$ cat src/rtl/oser_pattern_gen.sv
// ============================================================================
// Module  : oser_pattern_gen
// Brief   : OSER4/OSER8 clock and test-pattern generator (ALT/COUNTER/PRBS7/WALK).
//           Define OSER_PATGEN_ERRINJ_EN to build single-bit error injection.
// Revision: 1.0  initial release
// ============================================================================
`default_nettype none

module oser_pattern_gen #(
  parameter int CH        = 2,
  parameter int RATIO     = 8,
  parameter int FCLK_HALF = 2
) (
  input  logic                  clk_i,
  input  logic                  rst_i,
  input  logic                  en_i,
  input  logic [1:0]            mode_i,
  input  logic                  inject_i,
  output logic                  fclk_o,
  output logic                  pclk_o,
  output logic [CH*RATIO-1:0]   d_o,
  output logic                  word_stb_o,
  output logic                  inj_ack_o
);

  // Phase is kept as (half-period index, cycle within half-period) so that
  // ph = r_hi*FCLK_HALF + r_hc, avoiding any divide by FCLK_HALF.
  localparam int c_HC_W = (FCLK_HALF > 1) ? $clog2(FCLK_HALF) : 1;
  localparam int c_HI_W = $clog2(RATIO);
  localparam logic [c_HC_W-1:0] c_HC_LAST = c_HC_W'(FCLK_HALF - 1);
  localparam logic [c_HI_W-1:0] c_HI_LAST = c_HI_W'(RATIO - 1);
  localparam logic [c_HI_W-1:0] c_HI_LOAD = c_HI_W'(RATIO / 2 - 1);

  localparam logic [1:0] c_MODE_ALT  = 2'd0;
  localparam logic [1:0] c_MODE_CNT  = 2'd1;
  localparam logic [1:0] c_MODE_PRBS = 2'd2;
  localparam logic [1:0] c_MODE_WALK = 2'd3;

  function automatic logic [CH*7-1:0] f_seeds();
    logic [CH*7-1:0] s;
    s = '0;
    for (int c = 0; c < CH; c++) s[c*7 +: 7] = 7'h7F ^ 7'(c);
    return s;
  endfunction

  localparam logic [CH*7-1:0] c_SEEDS = f_seeds();

  logic [c_HC_W-1:0]   r_hc;
  logic [c_HI_W-1:0]   r_hi;
  logic [RATIO-1:0]    r_k;
  logic [1:0]          r_mode;
  logic [CH*7-1:0]     r_lfsr;

  logic                w_hc_wrap;
  logic [c_HC_W-1:0]   w_hc_nxt;
  logic [c_HI_W-1:0]   w_hi_nxt;
  logic                w_load;
  logic                w_restart;
  logic [RATIO-1:0]    w_k;
  logic [CH*RATIO-1:0] w_words;
  logic [CH*7-1:0]     w_lfsr_nxt;
  logic                w_flip;

  assign w_hc_wrap = (r_hc == c_HC_LAST);
  assign w_hc_nxt  = w_hc_wrap ? '0 : r_hc + 1'b1;
  assign w_hi_nxt  = !w_hc_wrap ? r_hi : ((r_hi == c_HI_LAST) ? '0 : r_hi + 1'b1);
  // pclk rises when the next phase equals P/2.
  assign w_load    = en_i && w_hc_wrap && (r_hi == c_HI_LOAD);
  assign w_restart = (mode_i != r_mode);
  assign w_k       = w_restart ? '0 : r_k;

  generate
    for (genvar c = 0; c < CH; c++) begin : g_ch
      logic [RATIO-1:0] w_cnt;
      logic [RATIO-1:0] w_walk;
      logic [RATIO-1:0] w_prbs;
      logic [RATIO-1:0] w_word;
      logic [6:0]       w_s;

      assign w_cnt  = w_k + RATIO'(c);
      assign w_walk = {{(RATIO-1){1'b0}}, 1'b1} << w_cnt[c_HI_W-1:0];

      always_comb begin
        w_s    = w_restart ? c_SEEDS[c*7 +: 7] : r_lfsr[c*7 +: 7];
        w_prbs = '0;
        for (int b = 0; b < RATIO; b++) begin
          w_prbs[b] = w_s[6] ^ w_s[5];
          w_s       = {w_s[5:0], w_prbs[b]};
        end
      end

      always_comb begin
        w_word = '0;
        case (mode_i)
          c_MODE_ALT:  w_word = {(RATIO/2){2'b01}};
          c_MODE_CNT:  w_word = w_cnt;
          c_MODE_PRBS: w_word = w_prbs;
          c_MODE_WALK: w_word = w_walk;
          default:     w_word = '0;
        endcase
      end

      assign w_words[c*RATIO +: RATIO] = w_word;
      assign w_lfsr_nxt[c*7 +: 7]      = w_s;
    end
  endgenerate

`ifdef OSER_PATGEN_ERRINJ_EN
  logic r_pend;

  assign w_flip = r_pend;

  // A request seen in the load cycle itself is held for the following load.
  always_ff @(posedge clk_i) begin
    if (rst_i) begin
      r_pend    <= 1'b0;
      inj_ack_o <= 1'b0;
    end else if (en_i) begin
      inj_ack_o <= w_load && r_pend;
      if (w_load)        r_pend <= inject_i;
      else if (inject_i) r_pend <= 1'b1;
    end else begin
      inj_ack_o <= 1'b0;
    end
  end
`else
  logic w_unused_inject;

  assign w_unused_inject = inject_i;
  assign w_flip          = 1'b0;
  assign inj_ack_o       = 1'b0;
`endif

  always_ff @(posedge clk_i) begin
    if (rst_i) begin
      r_hc       <= '0;
      r_hi       <= '0;
      fclk_o     <= 1'b0;
      pclk_o     <= 1'b0;
      d_o        <= '0;
      word_stb_o <= 1'b0;
      r_k        <= '0;
      r_mode     <= c_MODE_ALT;
      r_lfsr     <= c_SEEDS;
    end else if (en_i) begin
      r_hc       <= w_hc_nxt;
      r_hi       <= w_hi_nxt;
      fclk_o     <= ~w_hi_nxt[0];
      pclk_o     <= w_hi_nxt[c_HI_W-1];
      word_stb_o <= w_load;
      if (w_load) begin
        d_o    <= w_words ^ {{(CH*RATIO-1){1'b0}}, w_flip};
        r_mode <= mode_i;
        r_k    <= w_k + 1'b1;
        if (mode_i == c_MODE_PRBS) r_lfsr <= w_lfsr_nxt;
      end
    end else begin
      word_stb_o <= 1'b0;
    end
  end

endmodule

`default_nettype wire

$ cat config.mk
export PLATFORM = sky130hd
export DESIGN_NAME = oser_pattern_gen
export DESIGN_NICKNAME = d
export VERILOG_FILES = /design/src/rtl/oser_pattern_gen.sv
export SDC_FILE = /design/constraint.sdc
export NUM_CORES = 1
export LEC_CHECK = 0
export CORE_MARGIN = 1
export CORE_UTILIZATION = 51
export CTS_BUF_LIST = sky130_fd_sc_hd__clkbuf_16
export DETAILED_ROUTE_END_ITERATION = 10
export PLACE_DENSITY_LB_ADDON = 0.08
export SLEW_MARGIN = 25
export SYNTH_ARGS = -nofsm -noshare
export SYNTH_HDL_FRONTEND = slang
export SYNTH_SLANG_ARGS = --single-unit
$ cat constraint.sdc
create_clock -name clk_i -period 2.4 [get_ports clk_i]
set_input_delay 0.48 -clock clk_i [delete_from_list [all_inputs] [get_ports clk_i]]
set_output_delay 0.48 -clock clk_i [all_outputs]
set_load 0.02 [all_outputs]
==> PnR_summary.wiki <==
{| class="wikitable"
! Metric !! Value
|-
| Worst path cell trace || xnor2_2 > and2_1 > nand2_1 > inv_1 > buf_4 > ha_1 > and3_1 > a21oi_1 > o22ai_1 > a22oi_1 > nor2_1
|-
| Average size of a mapped cell || 8.325 sq um
|-
| Cell depth of the worst hold path || 2
|-
| Most numerous cell in the Yosys netlist || dfxtp_1
|-
| Vias || 2338
|-
| Cell class contributing the biggest share of worst-path delay || flip-flops
|-
| EDFF count, synth || 0
|-
| Tcrit/Tclk final || 0.8656
|-
| Worst hold slack across all endpoints || 460.7 ps
|-
| Critical Path Sink Type || flip-flop
|-
| Count of nets left with antenna violations after detail routing || 0
|-
| Filler cell count in the final layout || 395
|-
| Final Hold Fails || 0
|-
| Startpoint type of the worst setup path || flip-flop
|-
| Biggest area contributors in the synthesized netlist || dfxtp_1 (36%), nor2_1 (5.4%), a21oi_1 (4.9%), nand2_1 (4.7%), xnor2_1 (4.1%)
|-
| Number of top-level pins || 26
|-
| Overflow after GRT || 0
|-
| H-Tree Level Count || 2
|-
| Post-DR vias/cell || 5.634
|-
| Layout cells sized above 1 || 0.1638
|-
| Area of the core region || 4786 sq um
|-
| Worst voltage drop across the vdd grid || 0.4302 mV
|-
| Final layout net count || 361
|-
| Buffering stage count on the worst path with inverters included || 2
|-
| Cts bufs inserted || 5
|-
| Cell count after synthesis || 309
|-
| Max Buffers Root-to-Sink || 2
|-
| Launch instance of the worst min-delay path || d_o[1]
|-
| Post-route design area || 3187 sq um
|-
| Placement row count || 25
|-
| Yosys warning count || 0
|-
| Class of the most critical hold timing path || flip-flop to flip-flop
|-
| Final Core Density || 0.6659
|-
| Buffer cell driving the clock tree root || clkbuf_16
|-
| Crit-path max cell delay || 510 ps
|-
| Overall fraction of global-route tracks in use || 0.2637
|-
| Pin count of the biggest net entering global routing || 32
|-
| Count of routing violations after the opening detailed-route iteration || 169
|-
| Timing startpoint of the critical path || r_mode[0]
|-
| Sinks on the clock net || 46
|-
| Leakage component of the power || 1.175 nW
|-
| Drt pass-1 iters || 4
|-
| Starting density of the core || 0.5375
|-
| Full die area || 5332 sq um
|-
| TritonCTS clock tree || done
|-
| Routed wire length || 6.473 mm
|-
| Flip-flop and latch count after synthesis || 46
|-
| Clock latency on the worst-skew pair || 290 ps
|-
| Via count of the first global-routing pass || 2136
|-
| Number of diodes added for antenna fixing || 0
|-
| Share of synthesized flip-flops with an asynchronous set or reset || 0
|-
| WP data arrival || 2250 ps
|-
| Setup Buffers After CTS || 0
|-
| Library cell contributing the largest single delay on the critical path || dfxtp_1
|-
| Worst Path Max Fanout || 9
|-
| Initial antenna violation count || 0
|-
| Pins Over Slew Limit || 0
|-
| List of most frequent post-synthesis cells || dfxtp_1 (46), nor2_1 (37), nand2_1 (32)
|-
| Stages on worst setup path || 11
|-
| Netlist Area Pre-Place || 2572 sq um
|-
| Clock transition at the registers of the reported paths || 60 ps
|-
| Count of hold buffers inserted by post-cts repair || 0
|-
| Run status || complete, no violations
|-
| Placed cell areas || 3004 sq um
|-
| Routed wire per std cell || 15.60 um
|-
| Reg2reg end || d_o[7]
|-
| Worst r2r src || r_mode[0]
|-
| Vertical die dimension || 73.02 um
|-
| Post-route DRC || 0
|-
| Leading area contributor after synthesis || dfxtp_1
|-
| Routability Congestion || 0.9623
|-
| R2R depth || 11
|-
| Number of unique standard cell types used by synthesis || 52
|-
| Global-route wire length before repair || 10.61 mm
|-
| Post-layout min period || 2077 ps
|-
| Part of the Yosys area used for sequential elements || 0.3580
|-
| HPWL after detailed placement || 4.738 mm
|-
| Worst Hold Endpoint || d_o[1]
|-
| Reg2Reg Setup Slack || 320 ps
|-
| Unrepaired setup endpoints after global routing || false
|-
| Synthesized Nets || 323
|-
| Port Buf Inserts || 23
|-
| Startpoint-to-endpoint class of the critical path || flip-flop to flip-flop
|-
| Worst path required time || 2570 ps
|-
| Post-synth top flop || dfxtp_1
|-
| Signed area change from the synthesized netlist to the final layout || 23.88%
|-
| Largest clock skew in the final design || 9.566 ps
|-
| Number of endpoints failing setup at the final stage || 0
|-
| Power density over the cells || 517.7 nW/um^2
|-
| Die X || 73.02 um
|-
| Maximum clock frequency || 481.4 MHz
|-
| Yosys top cell area share || 0.3580
|-
| Max-cap violation count || 0
|}
==> state kept, by name, indices dropped and copies added (netlist names) <==
register and flops:
d_o 16, r_lfsr 14, r_k 8, r_hi 2, r_mode 2, fclk_o 1
pclk_o 1, r_hc 1, word_stb_o 1
==> routing by layer <==
layer,share of wire,vias up,GRT usage
li1,-,1171,-
met1,0.49,1082,0.3756
met2,0.45,73,0.4033
met3,0.044,12,0.04420
met4,0.019,0,0.08715
met5,0,-,0
==> tightest hold or removal path, delay by kind of cell, from the launching register on <==
kind,cells,cell delay (ps)
AOI/OAI and AO/OA,1,50
DFF,1,310
and+or+nand+nor,1,50
==> repair_timing <==
action / 4_1_cts / 5_1_grt
gates resized for setup: 0 / 7
hold endpoints to repair: 0 / 0
endpoints found under the setup margin: 0 / 12
==> cell families after synthesis <==
logic type,count (synthesis),share of synthesized area
buffers and inverters,31,0.05933
other,1,0.001458
DFF,46,0.3580
muxes,2,0.007782
AOI/OAI and AO/OA,81,0.2213
and+or+nand+nor,114,0.2116
adders and majority gates,8,0.03891
xor gates and xnor gates,26,0.1017
==> final cells by class <==
class / count / area [sq um] / share of cell area
tap: 67 / 83.83 / 0.02631
clock inverter: 3 / 37.54 / 0.01178
inverter: 6 / 22.52 / 0.007067
clock buffer: 5 / 125.1 / 0.03926
timing repair buffer: 56 / 483.0 / 0.1516
multi-input combinational: 232 / 1514 / 0.4751
sequential: 46 / 920.9 / 0.2890
==> power by group <==
part           switching [W]  internal, W
combinational      0.0000606    0.0000421
sequential        0.00000774     0.000770
clock               0.000286     0.000484
total               0.000354      0.00130
==> stage by stage <==
step	TNS (ps)	worst slack [ps]	instances	power, W
4_1_cts	0	52.58	415	0.001662
6_report	0	322.5	415	0.001650
5_1_grt	0	174.8	415	0.001701
3_5_place_dp	-2531	-222.4	407	0.0008959
3_3_place_gp	-1812	-176.4	407	0.0008946
2_1_floorplan	0	96.20	309	0.0008607
==> cell usage in the layout (no fill, tap or decap), drive strengths merged, types with 2 or more instances in the layout <==
cell type      synthesis  layout
and3                   4       4
a21o                   5       5
a21oi                 25      25
a311oi                 4       4
nand3b                 4       4
a31oi                  4       4
nand3                 14      14
inv                    6       8
o22ai                  3       3
dfxtp                 46      46
a211o                  6       6
nor2                  37      37
clkdlybuf4s50          0      21
a211oi                 8       8
ha                     8       8
nor3                   8       8
dlymetal6s2s           0       2
a221oi                 3       3
mux2i                  2       2
a22oi                  6       6
clkbuf                 9       5
nand2                 34      34
xor2                  12      12
o21ai                  8       8
buf                   16      33
a221o                  3       3
xnor2                 14      14
nand4                  4       4
nand2b                 3       3
==> worst max-delay path by stage <==
stage	slack (ps)	endpoint
final	320	d_o[7]
after global routing	170	d_o[12]
after CTS	50	d_o[14]
after detailed placement	-220	d_o[14]
after global placement	-180	r_k[4]
after floorplan	100	r_k[4]
No activity file was read; power rests on OpenSTA's default activity.
